## src/rtl/jesd204b_rx_sync_ctrl.sv

```systemverilog
// JESD204B receive link-layer sync controller: code group sync, ILAS tracking
// and DATA-state error monitoring, with a registered SYNC~ and transport enable.
module jesd204b_rx_sync_ctrl #(
  parameter int unsigned LANES        = 4,
  parameter int unsigned K_COUNT      = 4,
  parameter int unsigned ILAS_MF      = 4,
  parameter int unsigned ERR_THRESH   = 3,
  parameter int unsigned ILAS_TIMEOUT = 1024
) (
  input  logic             clk,
  input  logic             reset,
  input  logic             enable,
  input  logic [LANES-1:0] lane_k_det,
  input  logic [LANES-1:0] lane_r_det,
  input  logic [LANES-1:0] lane_a_det,
  input  logic [LANES-1:0] lane_err,
  output logic             sync_n,
  output logic             tpl_en,
  output logic [1:0]       state,
  output logic [1:0]       err_cnt
);

  localparam int unsigned KW = $clog2(K_COUNT + 1);
  localparam int unsigned MW = $clog2(ILAS_MF + 1);
  localparam int unsigned TW = $clog2(ILAS_TIMEOUT + 1);

  typedef enum logic [1:0] {
    S_IDLE = 2'd0,
    S_CGS  = 2'd1,
    S_ILAS = 2'd2,
    S_DATA = 2'd3
  } state_t;

  state_t           state_q, state_d;
  logic [KW-1:0]    kcnt_q [LANES];
  logic [KW-1:0]    kcnt_d [LANES];
  logic [LANES-1:0] started_q, started_d;
  logic [MW-1:0]    mf_q, mf_d;
  logic [TW-1:0]    ilas_cnt_q;
  logic             cgs_done, ilas_fail, ilas_done;
  logic             a_all, a_mis, data_err, err_hit;

  assign state = state_q;

  // Per-lane consecutive /K/ counters; a lane that misses /K/ or errors starts over.
  always_comb begin
    cgs_done = 1'b1;
    for (int i = 0; i < LANES; i++) begin
      kcnt_d[i] = '0;
      if (lane_k_det[i] && !lane_err[i])
        kcnt_d[i] = (kcnt_q[i] == KW'(K_COUNT)) ? kcnt_q[i] : kcnt_q[i] + KW'(1);
      if (kcnt_d[i] != KW'(K_COUNT))
        cgs_done = 1'b0;
    end
  end

  // ILAS: a multiframe counts only when all lanes have started and /A/ lines up.
  always_comb begin
    started_d = started_q | lane_r_det;
    a_all     = &lane_a_det;
    a_mis     = (|lane_a_det) && !a_all;
    mf_d      = (a_all && (&started_q)) ? mf_q + MW'(1) : mf_q;
    ilas_fail = (|lane_err) || a_mis || (ilas_cnt_q == TW'(ILAS_TIMEOUT - 1));
    ilas_done = (mf_d == MW'(ILAS_MF));
    data_err  = |lane_err;
    err_hit   = data_err && ((32'(err_cnt) + 32'd1) >= ERR_THRESH);
  end

  always_comb begin
    state_d = state_q;
    if (!enable) begin
      state_d = S_IDLE;
    end else begin
      case (state_q)
        S_IDLE: state_d = S_CGS;
        S_CGS:  if (cgs_done) state_d = S_ILAS;
        S_ILAS: begin
          if (ilas_fail)      state_d = S_CGS;
          else if (ilas_done) state_d = S_DATA;
        end
        S_DATA: if (err_hit) state_d = S_CGS;
        default: state_d = S_IDLE;
      endcase
    end
  end

  // Outputs are decoded from the next state so they move on the same edge as state.
  always_ff @(posedge clk or negedge reset) begin
    if (!reset) begin
      state_q    <= S_IDLE;
      sync_n     <= 1'b0;
      tpl_en     <= 1'b0;
      err_cnt    <= '0;
      started_q  <= '0;
      mf_q       <= '0;
      ilas_cnt_q <= '0;
      for (int i = 0; i < LANES; i++) kcnt_q[i] <= '0;
    end else begin
      state_q <= state_d;
      sync_n  <= (state_d == S_ILAS) || (state_d == S_DATA);
      tpl_en  <= (state_d == S_DATA);
      for (int i = 0; i < LANES; i++)
        kcnt_q[i] <= (state_q == S_CGS && state_d == S_CGS) ? kcnt_d[i] : '0;
      if (state_q == S_ILAS && state_d == S_ILAS) begin
        started_q  <= started_d;
        mf_q       <= mf_d;
        ilas_cnt_q <= ilas_cnt_q + TW'(1);
      end else begin
        started_q  <= '0;
        mf_q       <= '0;
        ilas_cnt_q <= '0;
      end
      if (state_q != S_DATA && state_d == S_DATA)
        err_cnt <= '0;
      else if (state_q == S_DATA && data_err && err_cnt != 2'd3)
        err_cnt <= err_cnt + 2'd1;
    end
  end

endmodule

```

## config.mk

```make
export PLATFORM = sky130hd
export DESIGN_NAME = jesd204b_rx_sync_ctrl
export DESIGN_NICKNAME = d
export VERILOG_FILES = /design/src/rtl/jesd204b_rx_sync_ctrl.sv
export SDC_FILE = /design/constraint.sdc
export NUM_CORES = 1
export LEC_CHECK = 0
export BUFFER_PORTS_ARGS = -buffer_cell sky130_fd_sc_hd__buf_2
export CAP_MARGIN = 20
export CORE_MARGIN = 2
export CORE_UTILIZATION = 52
export DETAILED_ROUTE_END_ITERATION = 16
export PLACE_DENSITY = 0.86
export SYNTH_ARGS = -nofsm -noshare
export SYNTH_HDL_FRONTEND = slang
export SYNTH_SLANG_ARGS = --single-unit
```

## constraint.sdc

```tcl
create_clock -name clk -period 2.1 [get_ports clk]
set_input_delay 0.105 -clock clk [delete_from_list [all_inputs] [get_ports clk]]
set_output_delay 0.105 -clock clk [all_outputs]
set_load 0.005 [all_outputs]
```

==> impl_metrics.ini <==
[drt]
wl_per_cell_um = 15.40
ant_nets = 0
routed_wl_um = 4559
drc = 0
drtIter0Drc = 50
viasPerCell = 5.733
dr.pass1.iters = 4
num_vias = 1697

[sta]
finalCritPeriodShare_pct = 98.49
skew_ns = 0.005017
grt_setup_unrepaired = true
finalHoldViolCount = 0
setup_viol = 0
slew_viol_final = 0
period_needed_ns = 2.068
setup_tns_ns = 0
worstMarginPinSlew_ns = 0.8040
fmaxAchievable_ghz = 0.4835
max_slew_margin_pct = 46.40

[finish]
nets = 277
multiInputGateArea_mm2 = 0.001251
seq_area_um2 = 900.9
design_area_mm2 = 0.002571
syn_to_final_growth_pct = 18.86
antennaDiodeCount = 0
fillers = 332
drive_above_1_share_pct = 29.67

[cts]
cts_buffer_depth = 2
path_clk_slew_ns = 0.07
clock_latency_ns = 0.28
clkSinkCount = 36
htree_levels = 2
cts-root-buf = clkbuf_8
cts_buffers = 5
cts_tree = yes

[flow_run]
max_cap_violations = 0

[worst_setup_path]
max_stage_delay_ns = 0.54
crit_arrival_ns = 2.23
slowest_stage = or4b_4
crit_required_ns = 2.26
crit_path_start_kind = flop
path_max_fanout = 4
critical_path_class = reg2reg
end_kind = flop
crit_chain = ha_1 -> nor3b_2 -> a211oi_2 -> or4b_4 -> nor4_4 -> nor3_2

[floorplanning]
coreArea_mm2 = 0.004000
start_util_pct = 54.08
die_w_um = 68.50
row_count = 23
die_h_um = 68.50
io_pins = 25
die_area_mm2 = 0.004692

[synthesis]
syn_avg_cell_area_um2 = 10.45
synth_area_mm2 = 0.002163
syn_nets = 239
synthFlopType = dfrtp_1
ys_ff_latch = 36
synth_enable_flop_cells = 0
synthCells = 207
async_flop_share_pct = 100.0
ys_warn_count = 0
ys_seq_area_share_pct = 41.64
synth_cell_types = 46

[power]
power_frac_clock_pct = 39.1
ir_drop_v = 0.0004707
switching_share_pct = 22.71
pwr-share-seq_pct = 54.1
p_int_mw = 1.001
switchingPower_uw = 294.3
power_density_mw_per_mm2 = 503.9
pwr-share-comb_pct = 6.8
cellLeakagePower_nw = 1.098

[global_route]
grt_pass1_wl_um = 7196
antenna_found_initial = 0
grt.total_usage_pct = 20.78
grt_max_degree = 37
gr-total-overflow = 0
grt_pass1_vias = 1636

[placement]
portBuffers = 24
gp_congestion = 0.8278
place_area_mm2 = 0.002372
dpl.hpwl_um = 3033

[hold_path]
min_path_type = in2reg

[run_status]
status = completed
-- flip-flops by register name (all words and copies together) (netlist names) --
register / flops
kcnt_q: 12
ilas_cnt_q: 11
mf_q: 3
sync_n: 1
started_q: 4
err_cnt: 2
state: 2
tpl_en: 1
-- cell usage in the layout, fill, tap and decap left out, types with 5 or more instances in the layout --
cell	Yosys	final
and2_1	5	5
buf_2	1	24
xor2_1	6	6
dfrtp_1	36	36
a21oi_1	9	9
buf_4	0	10
xnor2_1	9	9
nand2_1	16	15
nor3_2	6	7
and3_1	8	8
nor2_1	13	13
a211oi_2	7	8
inv_1	11	8
ha_1	13	10
clkbuf_8	0	6
nand3b_1	5	5
-- critical path: cells and delay by family, from the launching register on --
family                   cells  cell delay [ns]
AND/OR/NAND/NOR              4             1.22
flip-flops                   1             0.41
adder cells (fa/ha/maj)      1             0.24
AO/OA/AOI/OAI                1             0.07
-- cell type report --
| type | instances | share of cell area [%] |
|---|---|---|
| Multi-Input combinational cell | 155 | 48.66 |
| Sequential cell | 36 | 35.04 |
| Clock buffer | 8 | 3.504 |
| Inverter | 11 | 1.606 |
| Timing Repair Buffer | 36 | 8.759 |
| Tap cell | 50 | 2.433 |
-- through the flow --
| stage | worst slack, ns | hold WS, ns | power, mW | cells | util (%) |
|---|---|---|---|---|---|
| 6_report | 0.03176 | 0.06402 | 1.296 | 296 | 64.28 |
| 5_1_grt | -0.05856 | 0.06620 | 1.350 | 296 | 64.28 |
| 4_1_cts | 0.001968 | 0.05681 | 1.299 | 294 | 62.21 |
| 3_5_place_dp | -0.04734 | 0.2383 | 0.7936 | 284 | 59.31 |
| 3_3_place_gp | 0.03087 | 0.2288 | 0.7907 | 284 | 59.31 |
| 2_1_floorplan | 0.04245 | -0.1906 | 0.7461 | 207 | - |
-- worst paths after layout --
| kind | cells after the start | end | start | slack (ns) |
|---|---|---|---|---|
| hold / removal | 3 | started_q[0]$_DFF_PN0_ | lane_r_det[0] | 0.06 |
| hold reg to reg | 1 | ilas_cnt_q[0]$_DFF_PN0_ | ilas_cnt_q[0]$_DFF_PN0_ | 0.47 |
| min in group asynchronous | 2 | started_q[2]$_DFF_PN0_ | reset | 0.45 |
| max in group asynchronous | 2 | ilas_cnt_q[7]$_DFF_PN0_ | reset | 1.15 |
| setup / recovery | 6 | kcnt_q[11]$_DFF_PN0_ | kcnt_q[3]$_DFF_PN0_ | 0.03 |
| setup reg to reg | 6 | kcnt_q[11]$_DFF_PN0_ | kcnt_q[3]$_DFF_PN0_ | 0.03 |
-- routing by layer --
layer	vias up	part of all wire [%]	GRT usage [%]
met5	-	0	0
met4	0	1.8	8.250
met3	9	3.7	4.058
met2	37	53	35.94
met1	840	42	25.34
li1	811	-	-
-- cell usage after synthesis (2+ instances only) --
library cell,instances,share of area (%)
o21ai_0,3,0.69
nor3_1,4,0.93
dfrtp_1,36,42
a21oi_1,9,2.1
xnor2_1,9,3.6
a211oi_2,7,4.0
nand2_1,16,2.8
mux2i_1,3,1.4
o211a_1,2,0.93
nor3b_1,4,1.4
inv_1,11,1.9
and3_1,8,2.3
nor2b_1,3,0.87
ha_1,13,7.5
and2_1,5,1.4
nand3_1,4,0.93
or2_1,2,0.58
nor4_1,3,0.87
xor2_1,6,2.4
nor3_2,6,2.8
a31oi_1,2,0.58
nand4_1,4,1.2
and4_1,2,0.81
buf_6,2,1.0
a211oi_1,5,1.7
o211ai_1,2,0.69
nand3b_1,5,1.7
nor2_1,13,2.3
-- power by group through the flow --
| stage | Combinational (mW) | Clock, mW | Sequential, mW |
|---|---|---|---|
| floorplan | 0.0317 | 0 | 0.714 |
| global placement | 0.0763 | 0 | 0.714 |
| detailed placement | 0.0788 | 0 | 0.715 |
| CTS | 0.0820 | 0.516 | 0.701 |
| global route | 0.100 | 0.548 | 0.701 |
| finish | 0.0882 | 0.506 | 0.701 |
-- cells by family after synthesis --
group,Yosys count,synth area share [%]
AOI/OAI and AO/OA,35,13.42
xor gates and xnor gates,15,6.073
adders and majority gates,13,7.519
buffers and inverters,16,4.048
DFF,36,41.64
muxes,4,2.082
and+or+nand+nor,88,25.22
-- repair_timing --
| action | in CTS | in global routing |
|---|---|---|
| setup endpoints to repair | 4 | 16 |
| buffers inserted | 1 | 2 |
| gates resized for setup | 1 | 15 |
| cloned | 0 | 0 |
| pin swaps | 1 | 9 |
| hold endpoints to repair | 36 | 0 |
| hold buffers | 1 | 0 |
Note: power is estimated with default switching activity, not from simulation.
